$ cat config.mk
export PLATFORM = sky130hd
export DESIGN_NAME = uart_tx_sched_flat
export DESIGN_NICKNAME = d
export VERILOG_FILES = /design/src/rtl/uart_pkg.sv /design/src/rtl/uart_tx_sched_if.sv /design/src/rtl/uart_tx_sched_rr_arbiter.sv /design/src/rtl/uart_tx_sched.sv /design/src/flat_wrapper.sv
export SDC_FILE = /design/constraint.sdc
export NUM_CORES = 1
export LEC_CHECK = 0
export ABC_AREA = 1
export CAP_MARGIN = 20
export CORE_MARGIN = 10
export CORE_UTILIZATION = 40
export CTS_BUF_LIST = sky130_fd_sc_hd__clkbuf_4
export DETAILED_ROUTE_END_ITERATION = 6
export HOLD_SLACK_MARGIN = 0.02
export PLACE_DENSITY = 0.7
export RECOVER_POWER = 50
export SLEW_MARGIN = 20
export SYNTH_ARGS = -nofsm -noshare
export SYNTH_HDL_FRONTEND = slang
export SYNTH_SLANG_ARGS = --single-unit
$ cat constraint.sdc
create_clock -name clk -period 1.9 [get_ports clk]
set_clock_uncertainty 0.05 [all_clocks]
set_input_delay 0.285 -clock clk [delete_from_list [all_inputs] [get_ports clk]]
set_output_delay 0.285 -clock clk [all_outputs]
set_load 0.01 [all_outputs]
$ cat src/rtl/uart_pkg.sv
// Shared definitions for the UART transmit scheduler: FSM states, parity modes,
// default sizing and the frame parity helper.
package uart_pkg;

    localparam int unsigned NUM_REQ_DEF = 4;
    localparam int unsigned DATA_W_DEF  = 8;
    localparam int unsigned TIMEOUT_DEF = 8191;

    typedef enum logic [1:0] {
        ST_IDLE  = 2'd0,
        ST_LOAD  = 2'd1,
        ST_START = 2'd2,
        ST_WAIT  = 2'd3
    } state_t;

    typedef enum logic {
        PAR_EVEN = 1'b0,
        PAR_ODD  = 1'b1
    } parity_mode_t;

    // xr is the XOR-reduction of the data byte.
    function automatic logic frame_parity(input logic en, input parity_mode_t mode, input logic xr);
        if (!en) return 1'b0;
        return (mode == PAR_ODD) ? ~xr : xr;
    endfunction

endpackage

$ cat src/rtl/uart_tx_sched_if.sv
// Requester and transmitter handshake bundle; slave is the scheduler's view,
// master is the view of the surrounding requesters and UART transmitter.
interface uart_tx_sched_if
    import uart_pkg::*;
#(
    parameter int unsigned NUM_REQ = NUM_REQ_DEF,
    parameter int unsigned DATA_W  = DATA_W_DEF
);
    logic [NUM_REQ-1:0]        req;
    logic [NUM_REQ*DATA_W-1:0] req_data;
    logic [NUM_REQ-1:0]        req_ack;
    logic                      tx_start;
    logic [DATA_W-1:0]         tx_data;
    logic                      tx_parity;
    logic                      tx_done;

    modport slave (
        input  req, req_data, tx_done,
        output req_ack, tx_start, tx_data, tx_parity
    );

    modport master (
        output req, req_data, tx_done,
        input  req_ack, tx_start, tx_data, tx_parity
    );
endinterface

$ cat src/rtl/uart_tx_sched_rr_arbiter.sv
// Round-robin pick: requests above the pointer win first, otherwise the
// lowest-index request wraps around.
module rr_arbiter
    import uart_pkg::*;
#(
    parameter int unsigned NUM_REQ = NUM_REQ_DEF
) (
    input  logic [NUM_REQ-1:0]         req,
    input  logic [$clog2(NUM_REQ)-1:0] ptr,
    output logic [$clog2(NUM_REQ)-1:0] grant,
    output logic                       any_req
);
    localparam int unsigned GID_W = $clog2(NUM_REQ);

    logic [NUM_REQ-1:0] mask;
    logic [NUM_REQ-1:0] masked;

    always_comb begin
        mask = '0;
        for (int unsigned i = 0; i < NUM_REQ; i++) begin
            mask[i] = (i > 32'(ptr));
        end
        masked  = req & mask;
        any_req = |req;
        grant   = '0;
        for (int unsigned i = NUM_REQ; i > 0; i--) begin
            if (req[i-1]) grant = GID_W'(i - 1);
        end
        if (|masked) begin
            for (int unsigned i = NUM_REQ; i > 0; i--) begin
                if (masked[i-1]) grant = GID_W'(i - 1);
            end
        end
    end

endmodule

$ cat src/rtl/uart_tx_sched.sv
// Schedules bytes from several requesters onto one UART transmitter with
// round-robin arbitration, parity generation and a WAIT-state timeout.
module uart_tx_sched
    import uart_pkg::*;
#(
    parameter int unsigned NUM_REQ = NUM_REQ_DEF,
    parameter int unsigned DATA_W  = DATA_W_DEF,
    parameter int unsigned TIMEOUT = TIMEOUT_DEF
) (
    input  logic                       clk,
    input  logic                       reset,
    uart_tx_sched_if.slave             bus,
    input  logic                       parity_en,
    input  logic                       parity_odd,
    output logic [$clog2(NUM_REQ)-1:0] grant_id,
    output logic                       busy,
    output logic                       timeout_err,
    output logic                       err_flag,
    input  logic                       err_clr
);
    localparam int unsigned GID_W = $clog2(NUM_REQ);
    localparam int unsigned CNT_W = $clog2(TIMEOUT + 1);
    localparam logic [CNT_W-1:0] CNT_END = CNT_W'(TIMEOUT);

    state_t           state;
    logic [CNT_W-1:0] cnt;
    logic [CNT_W-1:0] cnt_inc;
    logic [GID_W-1:0] win;
    logic             any_req;

    assign cnt_inc = cnt + 1'b1;

    // grant_id doubles as the round-robin pointer, so every grant advances it.
    rr_arbiter #(.NUM_REQ(NUM_REQ)) u_arb (
        .req     (bus.req),
        .ptr     (grant_id),
        .grant   (win),
        .any_req (any_req)
    );

    always_ff @(posedge clk or negedge reset) begin
        if (!reset) begin
            state         <= ST_IDLE;
            cnt           <= '0;
            grant_id      <= GID_W'(NUM_REQ - 1);
            busy          <= 1'b0;
            timeout_err   <= 1'b0;
            err_flag      <= 1'b0;
            bus.req_ack   <= '0;
            bus.tx_start  <= 1'b0;
            bus.tx_data   <= '0;
            bus.tx_parity <= 1'b0;
        end else begin
            bus.req_ack  <= '0;
            bus.tx_start <= 1'b0;
            timeout_err  <= 1'b0;
            if (err_clr) err_flag <= 1'b0;

            case (state)
                ST_IDLE: begin
                    if (any_req) begin
                        state            <= ST_LOAD;
                        grant_id         <= win;
                        busy             <= 1'b1;
                        bus.req_ack[win] <= 1'b1;
                        bus.tx_data      <= bus.req_data[win*DATA_W +: DATA_W];
                    end
                end
                ST_LOAD: begin
                    // Parity mode is sampled while in LOAD; the registered bit
                    // is valid alongside tx_start and held until the next LOAD.
                    state         <= ST_START;
                    bus.tx_start  <= 1'b1;
                    bus.tx_parity <= frame_parity(parity_en, parity_mode_t'(parity_odd),
                                                  ^bus.tx_data);
                end
                ST_START: begin
                    state <= ST_WAIT;
                    cnt   <= '0;
                end
                ST_WAIT: begin
                    if (bus.tx_done) begin
                        state <= ST_IDLE;
                        busy  <= 1'b0;
                    end else begin
                        cnt <= cnt_inc;
                        if (cnt_inc == CNT_END) begin
                            state       <= ST_IDLE;
                            busy        <= 1'b0;
                            timeout_err <= 1'b1;
                            err_flag    <= 1'b1;
                        end
                    end
                end
                default: begin
                    state <= ST_IDLE;
                    busy  <= 1'b0;
                end
            endcase
        end
    end

endmodule

$ cat src/flat_wrapper.sv
// flat-port wrapper written by rule: the top's interface ports become plain ports
module uart_tx_sched_flat import uart_pkg::*;
#(
    parameter int unsigned NUM_REQ = NUM_REQ_DEF,
    parameter int unsigned DATA_W  = DATA_W_DEF,
    parameter int unsigned TIMEOUT = TIMEOUT_DEF
)
  (clk, reset, parity_en, parity_odd, grant_id, busy, timeout_err, err_flag, err_clr, bus_req, bus_req_data, bus_tx_done, bus_req_ack, bus_tx_start, bus_tx_data, bus_tx_parity);
  uart_tx_sched_if #(.NUM_REQ(NUM_REQ), .DATA_W(DATA_W)) bus_i ();
  input  logic clk;
  input  logic reset;
  input  logic parity_en;
  input  logic parity_odd;
  output logic [$clog2(NUM_REQ)-1:0] grant_id;
  output logic busy;
  output logic timeout_err;
  output logic err_flag;
  input  logic err_clr;
  input wire logic [$bits(bus_i.req)-1:0] bus_req;
  input wire logic [$bits(bus_i.req_data)-1:0] bus_req_data;
  input wire logic [$bits(bus_i.tx_done)-1:0] bus_tx_done;
  output wire logic [$bits(bus_i.req_ack)-1:0] bus_req_ack;
  output wire logic [$bits(bus_i.tx_start)-1:0] bus_tx_start;
  output wire logic [$bits(bus_i.tx_data)-1:0] bus_tx_data;
  output wire logic [$bits(bus_i.tx_parity)-1:0] bus_tx_parity;
  assign bus_i.req = bus_req;
  assign bus_i.req_data = bus_req_data;
  assign bus_i.tx_done = bus_tx_done;
  assign bus_req_ack = bus_i.req_ack;
  assign bus_tx_start = bus_i.tx_start;
  assign bus_tx_data = bus_i.tx_data;
  assign bus_tx_parity = bus_i.tx_parity;
  uart_tx_sched #(.NUM_REQ(NUM_REQ), .DATA_W(DATA_W), .TIMEOUT(TIMEOUT)) u_core (.clk(clk), .reset(reset), .bus(bus_i), .parity_en(parity_en), .parity_odd(parity_odd), .grant_id(grant_id), .busy(busy), .timeout_err(timeout_err), .err_flag(err_flag), .err_clr(err_clr));
endmodule
# ---- Word level (Yosys, flattened, before mapping)
# Cells that the tools add are included.
dict set report word_totals {
  ff_bits 34
  inputBits 42
  output_inout_bits 19
  word_cells 73
}
dict set report op_classes {
  n_addsub 1
  n_lt_le_gt_ge 5
  eq_ne 7
  shifts 1
  mux 36
  bitwise 2
  n_reduce_logical 11
}
# op n
set op_table {}
lappend op_table {{32-bit by 6-bit indexed part select with 8-bit output} 1}
lappend op_table {{13-bit case mux with 2 select lines} 1}
lappend op_table {{2-bit 2-to-1 mux} 12}
lappend op_table {{1-bit 2-to-1 mux} 17}
lappend op_table {{13-bit by 1-bit adder with 13-bit output, second input constant} 1}
lappend op_table {{13-bit equality test, second input constant} 1}
lappend op_table {{13-bit 2-to-1 mux} 1}
lappend op_table {{4-bit 2-to-1 mux} 2}
lappend op_table {{2-bit case mux with 4 select lines} 1}
lappend op_table {{4-bit OR reduction} 2}
lappend op_table {{8-bit XOR reduction} 1}
lappend op_table {{2-bit AND reduction} 3}
lappend op_table {{4-bit AND} 1}
lappend op_table {{2-bit equality test, second input constant} 2}
lappend op_table {{2-bit > comparator, first input constant} 2}
lappend op_table {{2-bit nonzero test} 2}
lappend op_table {{2-bit by 3-bit < comparator with 1-bit output, second input constant} 1}
lappend op_table {{3-bit by 2-bit inequality test with 1-bit output, second input constant} 1}
lappend op_table {{3-bit AND reduction} 1}
lappend op_table {{1-bit demux with 2-bit select} 1}
lappend op_table {{2-bit by 1-bit equality test with 1-bit output, second input constant} 1}
lappend op_table {{2-bit by 1-bit greater-or-equal comparator with 1-bit output, second input constant} 1}
lappend op_table {{1-bit by 2-bit > comparator with 1-bit output, first input constant} 1}
lappend op_table {{2-bit logical NOT} 1}
lappend op_table {{other kinds (5)} 5}

# ---- Depth between registers and ports, before layout
dict set report depth {
  depth_word 15
  ltp_mapped 12
}

# ---- By module
# Synthesis repeated with hierarchy kept, for this count alone.
dict set report unflattened {
  cells_unflattened 294
  hier_area_um2 2085.8
}
# module instances cells_per_inst area_each_um2 seq_area_each_um2
set modules_own_cells {}
lappend modules_own_cells {uart_tx_sched 1 272 1998.2 853.3}
lappend modules_own_cells {rr_arbiter 1 22 87.6 0.0}

# ---- Least setup slack after synthesis
# No wires, ideal clock.
dict set report synth_timing {
  path_kind {register to register}
  startpoint {register u_core.cnt[1]}
  endpoint {register u_core.state[0]}
  setup_ns 0.117
  arrival_ns 1.516
  path_slack_ns 0.217
  stages_incl_launch_ff 12
  path_buffers 0
  synth_period_minus_slack_ns 1.683
  cell_sequence {dfrtp_1 -> ha_1 -> nand2_2 -> nand2_1 -> nor2_1 -> nand3_2 -> nor2_4 -> nand2_2 -> o21bai_4 -> nand2_2 -> nand2_1 -> nand2_1}
}
dict set report synth_via {
  elab_chain_cells 4
}
# element line
set synth_lines {}
lappend synth_lines {{from (decl)} uart_tx_sched.sv:26} ;# logic [CNT_W-1:0] cnt;
lappend synth_lines {{from (signal assigned)} uart_tx_sched.sv:86} ;# cnt <= cnt_inc;
lappend synth_lines {{13-bit by 1-bit adder with 13-bit output} uart_tx_sched.sv:31} ;# assign cnt_inc = cnt + 1'b1;
lappend synth_lines {{13-bit equality test} uart_tx_sched.sv:87} ;# if (cnt_inc == CNT_END) begin
lappend synth_lines {{3-bit by 2-bit inequality test with 1-bit output (no source line)} n/a}
lappend synth_lines {{2-bit AND reduction (no source line)} n/a}
lappend synth_lines {{to (signal assigned)} uart_tx_sched.sv:43} ;# state <= ST_IDLE;
lappend synth_lines {{to (signal assigned)} uart_tx_sched.sv:88} ;# state <= ST_IDLE;
lappend synth_lines {{to (signal assigned)} uart_tx_sched.sv:96} ;# state <= ST_IDLE;
lappend synth_lines {{to (decl)} uart_tx_sched.sv:25} ;# state_t state;
# Every way passes these cells.
# A chain may end at the register's enable or synchronous reset.

# ---- Worst setup path in the final report
dict set report layout_timing {
  startpoint {register u_core.cnt[0]}
  endpoint {register u_core.state[1]}
}
# The elaborated chain is that of the path after synthesis.

==> summary.json <==
{
  "status": "finished clean",
  "unique_masters_post_synth": 28,
  "synth-simple-area-share": 0.322,
  "worst_path_largest_cell_delay_ns": 0.44,
  "power.density_nw_per_um2": 1140,
  "fin_util": 0.596,
  "critical_path.startpoint_type": "register",
  "cts-buffers-inserted": 5,
  "yosysSeqAreaShare": 0.416,
  "wire_per_inst_um": 13.4,
  "timing_worst_slew_pin_value_ns": 0.825,
  "synth_top_family_by_area": "simple AND/OR/NAND/NOR gates",
  "critPathBufInv": 3,
  "whs_ns": 0.437,
  "period_needed_ns": 1.78,
  "synth_enable_flop_cells": 0,
  "power_frac_clock": 0.120,
  "yosysMostFrequentCell": "sky130_fd_sc_hd__nand2_1",
  "internal_power_of_the_cells_uw": 1970,
  "fmax_mhz": 561,
  "synthDominantCellAreaShare": 0.391,
  "number_of_antenna_violations_at_the_first_check_in_global_routing": 0,
  "synthesis.nets": 312,
  "grt-ovfl-total": 0,
  "ios": 61,
  "synth-seq-cells": 34,
  "syn2layout_area_growth_pct": 41.0,
  "yosysWarningCount": 0,
  "total_switching_power_uw": 1330,
  "drc_violations": 0,
  "synthXorXnorAreaFrac": 0.0299,
  "total_power_uw": 3300,
  "finalHoldViolCount": 0,
  "place.port_buffers": 60,
  "worst_setup_end_kind": "register",
  "grt_max_degree": 35,
  "drtPass1Iterations": 6,
  "grt_use_total": 0.135,
  "yosys.area_share.adder": 0.0366,
  "detail_route.vias_per_cell": 4.92,
  "setup_viol": 0,
  "cts_num_sinks": 34,
  "syn-mean-instance-area_um2": 7.76,
  "min_period_over_period": 0.938,
  "worstHoldStart": "u_core.busy",
  "finalWeightedCongestion": 0.980,
  "synth_compound_gate_area_share": 0.138,
  "antenna_cells_inserted": 0,
  "timing.setup.critical_path_class": "reg -> reg",
  "worstPathCellList": "buf_4 > inv_2 > ha_1 > inv_1 > nor2_1 > nand3_2 > nor2_4 > nand2_2 > o21bai_4 > nand2_2 > nand2_1 > nand2_1",
  "post_synth_instance_area_um2": 2050,
  "root_buffer": "sky130_fd_sc_hd__clkbuf_4",
  "fraction_of_power_consumed_by_sequential_logic": 0.346,
  "cp_top_family": "simple AND/OR/NAND/NOR gates",
  "synth_flop_cell": "sky130_fd_sc_hd__dfrtp_1",
  "postSynthCellCount": 264,
  "maxCapViolations": 0,
  "dieArea_um2": 8390,
  "clock_latency_ns": 0.33,
  "place.detailed.hpwl_um": 4440,
  "slew-limit-headroom": 0.450,
  "report.final.slew_viol_count": 0,
  "critical-path-slowest-cell": "sky130_fd_sc_hd__dfrtp_1",
  "chipHeight_um": 91.6,
  "drt-initial-drc-count": 88,
  "area_contributors_post_synth": "sky130_fd_sc_hd__dfrtp_1 (39%), sky130_fd_sc_hd__nand2_1 (13%), sky130_fd_sc_hd__o21ai_0 (6.1%)",
  "critical_path.startpoint": "u_core.cnt[0]",
  "dr_total_vias": 2006,
  "worst-endpoint-required_ns": 2.08,
  "synth.top_cells.by_count": "sky130_fd_sc_hd__nand2_1 (70), sky130_fd_sc_hd__dfrtp_1 (32), sky130_fd_sc_hd__inv_1 (28)",
  "floorplan.initialDensity": 0.423,
  "drt-total-wl_um": 5480,
  "drtAntennaViolNets": 0,
  "tritoncts": "yes",
  "htreeDepth": 2,
  "grt_pass1_wl_um": 9470,
  "grt_pass1_vias": 2150,
  "fraction_of_registers_with_async_set_or_reset_after_synthesis": 1.00,
  "row_count": 25,
  "ir_drop_mv": 0.552,
  "sw_frac_of_total": 0.403,
  "core_region_area_um2": 4850,
  "rsz_0062_raised_after_global_routing": "yes",
  "post_route_cells_drive_above_1_share": 0.158,
  "register_clock_pin_slew_on_the_reported_worst_setup_and_hold_paths_ns": 0.11,
  "worst-endpoint-arrival_ns": 1.96,
  "dieWidth_um": 91.6,
  "worstHoldPathType": "reg -> reg",
  "path_max_fanout": 5,
  "yosysTopAreaCell": "sky130_fd_sc_hd__dfrtp_1",
  "ctsLongestPathBuffers": 2,
  "power_leakage_uw": 0.00124,
  "r2r-start": "u_core.cnt[0]",
  "num-nets-final": 388,
  "multiplexer_area_fraction_after_synthesis": 0,
  "power.combinational.fraction": 0.535
}
## layout make-up
class,instances,area (um^2)
multi-input cells,199,1110
clock inverters,2,8.76
inverters,30,113
well taps,67,83.8
fillers,453,1960
repair buffers,70,677
flip-flops and latches,34,853
clock buffers,6,45.0
## worst paths after layout
kind                                          to  slack [ns]  cells past startpoint
setup / recovery                 u_core.state[1]        0.12                     12
hold / removal                       u_core.busy        0.44                      2
setup reg to reg                 u_core.state[1]        0.12                     12
hold reg to reg                      u_core.busy        0.44                      2
max in group asynchronous  u_core.bus.tx_data[1]        0.76                      2
min in group asynchronous          u_core.cnt[5]        0.51                      2
## worst reg2reg max path: stages, from the launching register on
cell,delay (ns)
sky130_fd_sc_hd__dfrtp_1,0.44
sky130_fd_sc_hd__buf_4,0.16
sky130_fd_sc_hd__inv_2,0.09
sky130_fd_sc_hd__ha_1,0.15
sky130_fd_sc_hd__inv_1,0.03
sky130_fd_sc_hd__nor2_1,0.12
sky130_fd_sc_hd__nand3_2,0.11
sky130_fd_sc_hd__nor2_4,0.11
sky130_fd_sc_hd__nand2_2,0.08
sky130_fd_sc_hd__o21bai_4,0.17
sky130_fd_sc_hd__nand2_2,0.07
sky130_fd_sc_hd__nand2_1,0.06
sky130_fd_sc_hd__nand2_1,0.05
## timing repair
| item | in CTS | in global routing |
|---|---|---|
| endpoints found under the setup margin | 0 | 11 |
| endpoints found under the hold margin | 32 | 0 |
| resized for setup | 0 | 11 |
| buffers inserted | 0 | 1 |
| hold buffers | 1 | 0 |
## power groups by stage
stage | clock network (uW) | registers (uW) | logic [uW]
after floorplan | 0 | 1190 | 952
after global placement | 0 | 1140 | 1760
after detailed placement | 0 | 1140 | 1770
after CTS | 422 | 1130 | 1780
after global routing | 443 | 1170 | 2000
final | 395 | 1140 | 1770
## cells by family (layout without fill, tap and decap cells)
kind of cell             after synthesis  count (layout)
flip-flops                            34              34
AO/OA/AOI/OAI                         46              46
XOR/XNOR                               7               7
buffers and inverters                 31             108
AND/OR/NAND/NOR                      140             140
adder cells (fa/ha/maj)                6               6
## through the flow
| step | instance area [um^2] | TNS [ns] | setup WS, ns | cells |
|---|---|---|---|---|
| after floorplan | 2050 | 0 | 0.217 | 264 |
| after global placement | 2780 | -0.0244 | -0.0138 | 398 |
| after detailed placement | 2780 | -0.234 | -0.0508 | 398 |
| after CTS | 2850 | 0 | 0.0684 | 407 |
| after global routing | 2890 | -0.168 | -0.0535 | 408 |
| final | 2890 | 0 | 0.118 | 408 |
## cell usage in the layout, fill, tap and decap left out
master / count
sky130_fd_sc_hd__a21oi_2: 2
sky130_fd_sc_hd__nand2_4: 1
sky130_fd_sc_hd__nor2_1: 23
sky130_fd_sc_hd__nor3_2: 1
sky130_fd_sc_hd__nand2_2: 13
sky130_fd_sc_hd__clkbuf_2: 1
sky130_fd_sc_hd__inv_1: 27
sky130_fd_sc_hd__buf_6: 1
sky130_fd_sc_hd__nor2_2: 4
sky130_fd_sc_hd__o21ai_1: 2
sky130_fd_sc_hd__clkbuf_4: 6
sky130_fd_sc_hd__or2_2: 1
sky130_fd_sc_hd__nand4_1: 6
sky130_fd_sc_hd__a22oi_1: 4
sky130_fd_sc_hd__nor2_4: 5
sky130_fd_sc_hd__buf_4: 8
sky130_fd_sc_hd__clkinv_2: 1
sky130_fd_sc_hd__o21bai_1: 2
sky130_fd_sc_hd__ha_1: 5
sky130_fd_sc_hd__dlygate4sd3_1: 3
sky130_fd_sc_hd__dfstp_2: 2
sky130_fd_sc_hd__o22ai_1: 5
sky130_fd_sc_hd__a21oi_1: 2
sky130_fd_sc_hd__o211ai_1: 4
sky130_fd_sc_hd__o21bai_4: 1
sky130_fd_sc_hd__clkinv_1: 1
sky130_fd_sc_hd__ha_4: 1
sky130_fd_sc_hd__xor2_1: 1
sky130_fd_sc_hd__clkdlybuf4s50_1: 57
sky130_fd_sc_hd__and2_0: 1
sky130_fd_sc_hd__xnor2_1: 6
sky130_fd_sc_hd__nand3_2: 3
sky130_fd_sc_hd__dfrtp_1: 32
sky130_fd_sc_hd__nand2_1: 67
sky130_fd_sc_hd__inv_2: 3
sky130_fd_sc_hd__nand3_1: 15
sky130_fd_sc_hd__o21ai_0: 24
## flip-flops by register name (all words and copies together), names as in the netlist
name,flops
u_core.bus.req_ack,4
u_core.cnt,13
u_core.err_flag,1
u_core.bus.tx_data,8
u_core.timeout_err,1
u_core.bus.tx_parity,1
u_core.state,2
u_core.bus.tx_start,1
u_core.grant_id,2
u_core.busy,1
## per-layer routing
metal  wire length [um]  global-route usage
met5                  0                   0
met4                 78              0.0405
met3                657              0.0815
met2               2380               0.210
met1               2370               0.151
Power figures use the tool's default switching activity.
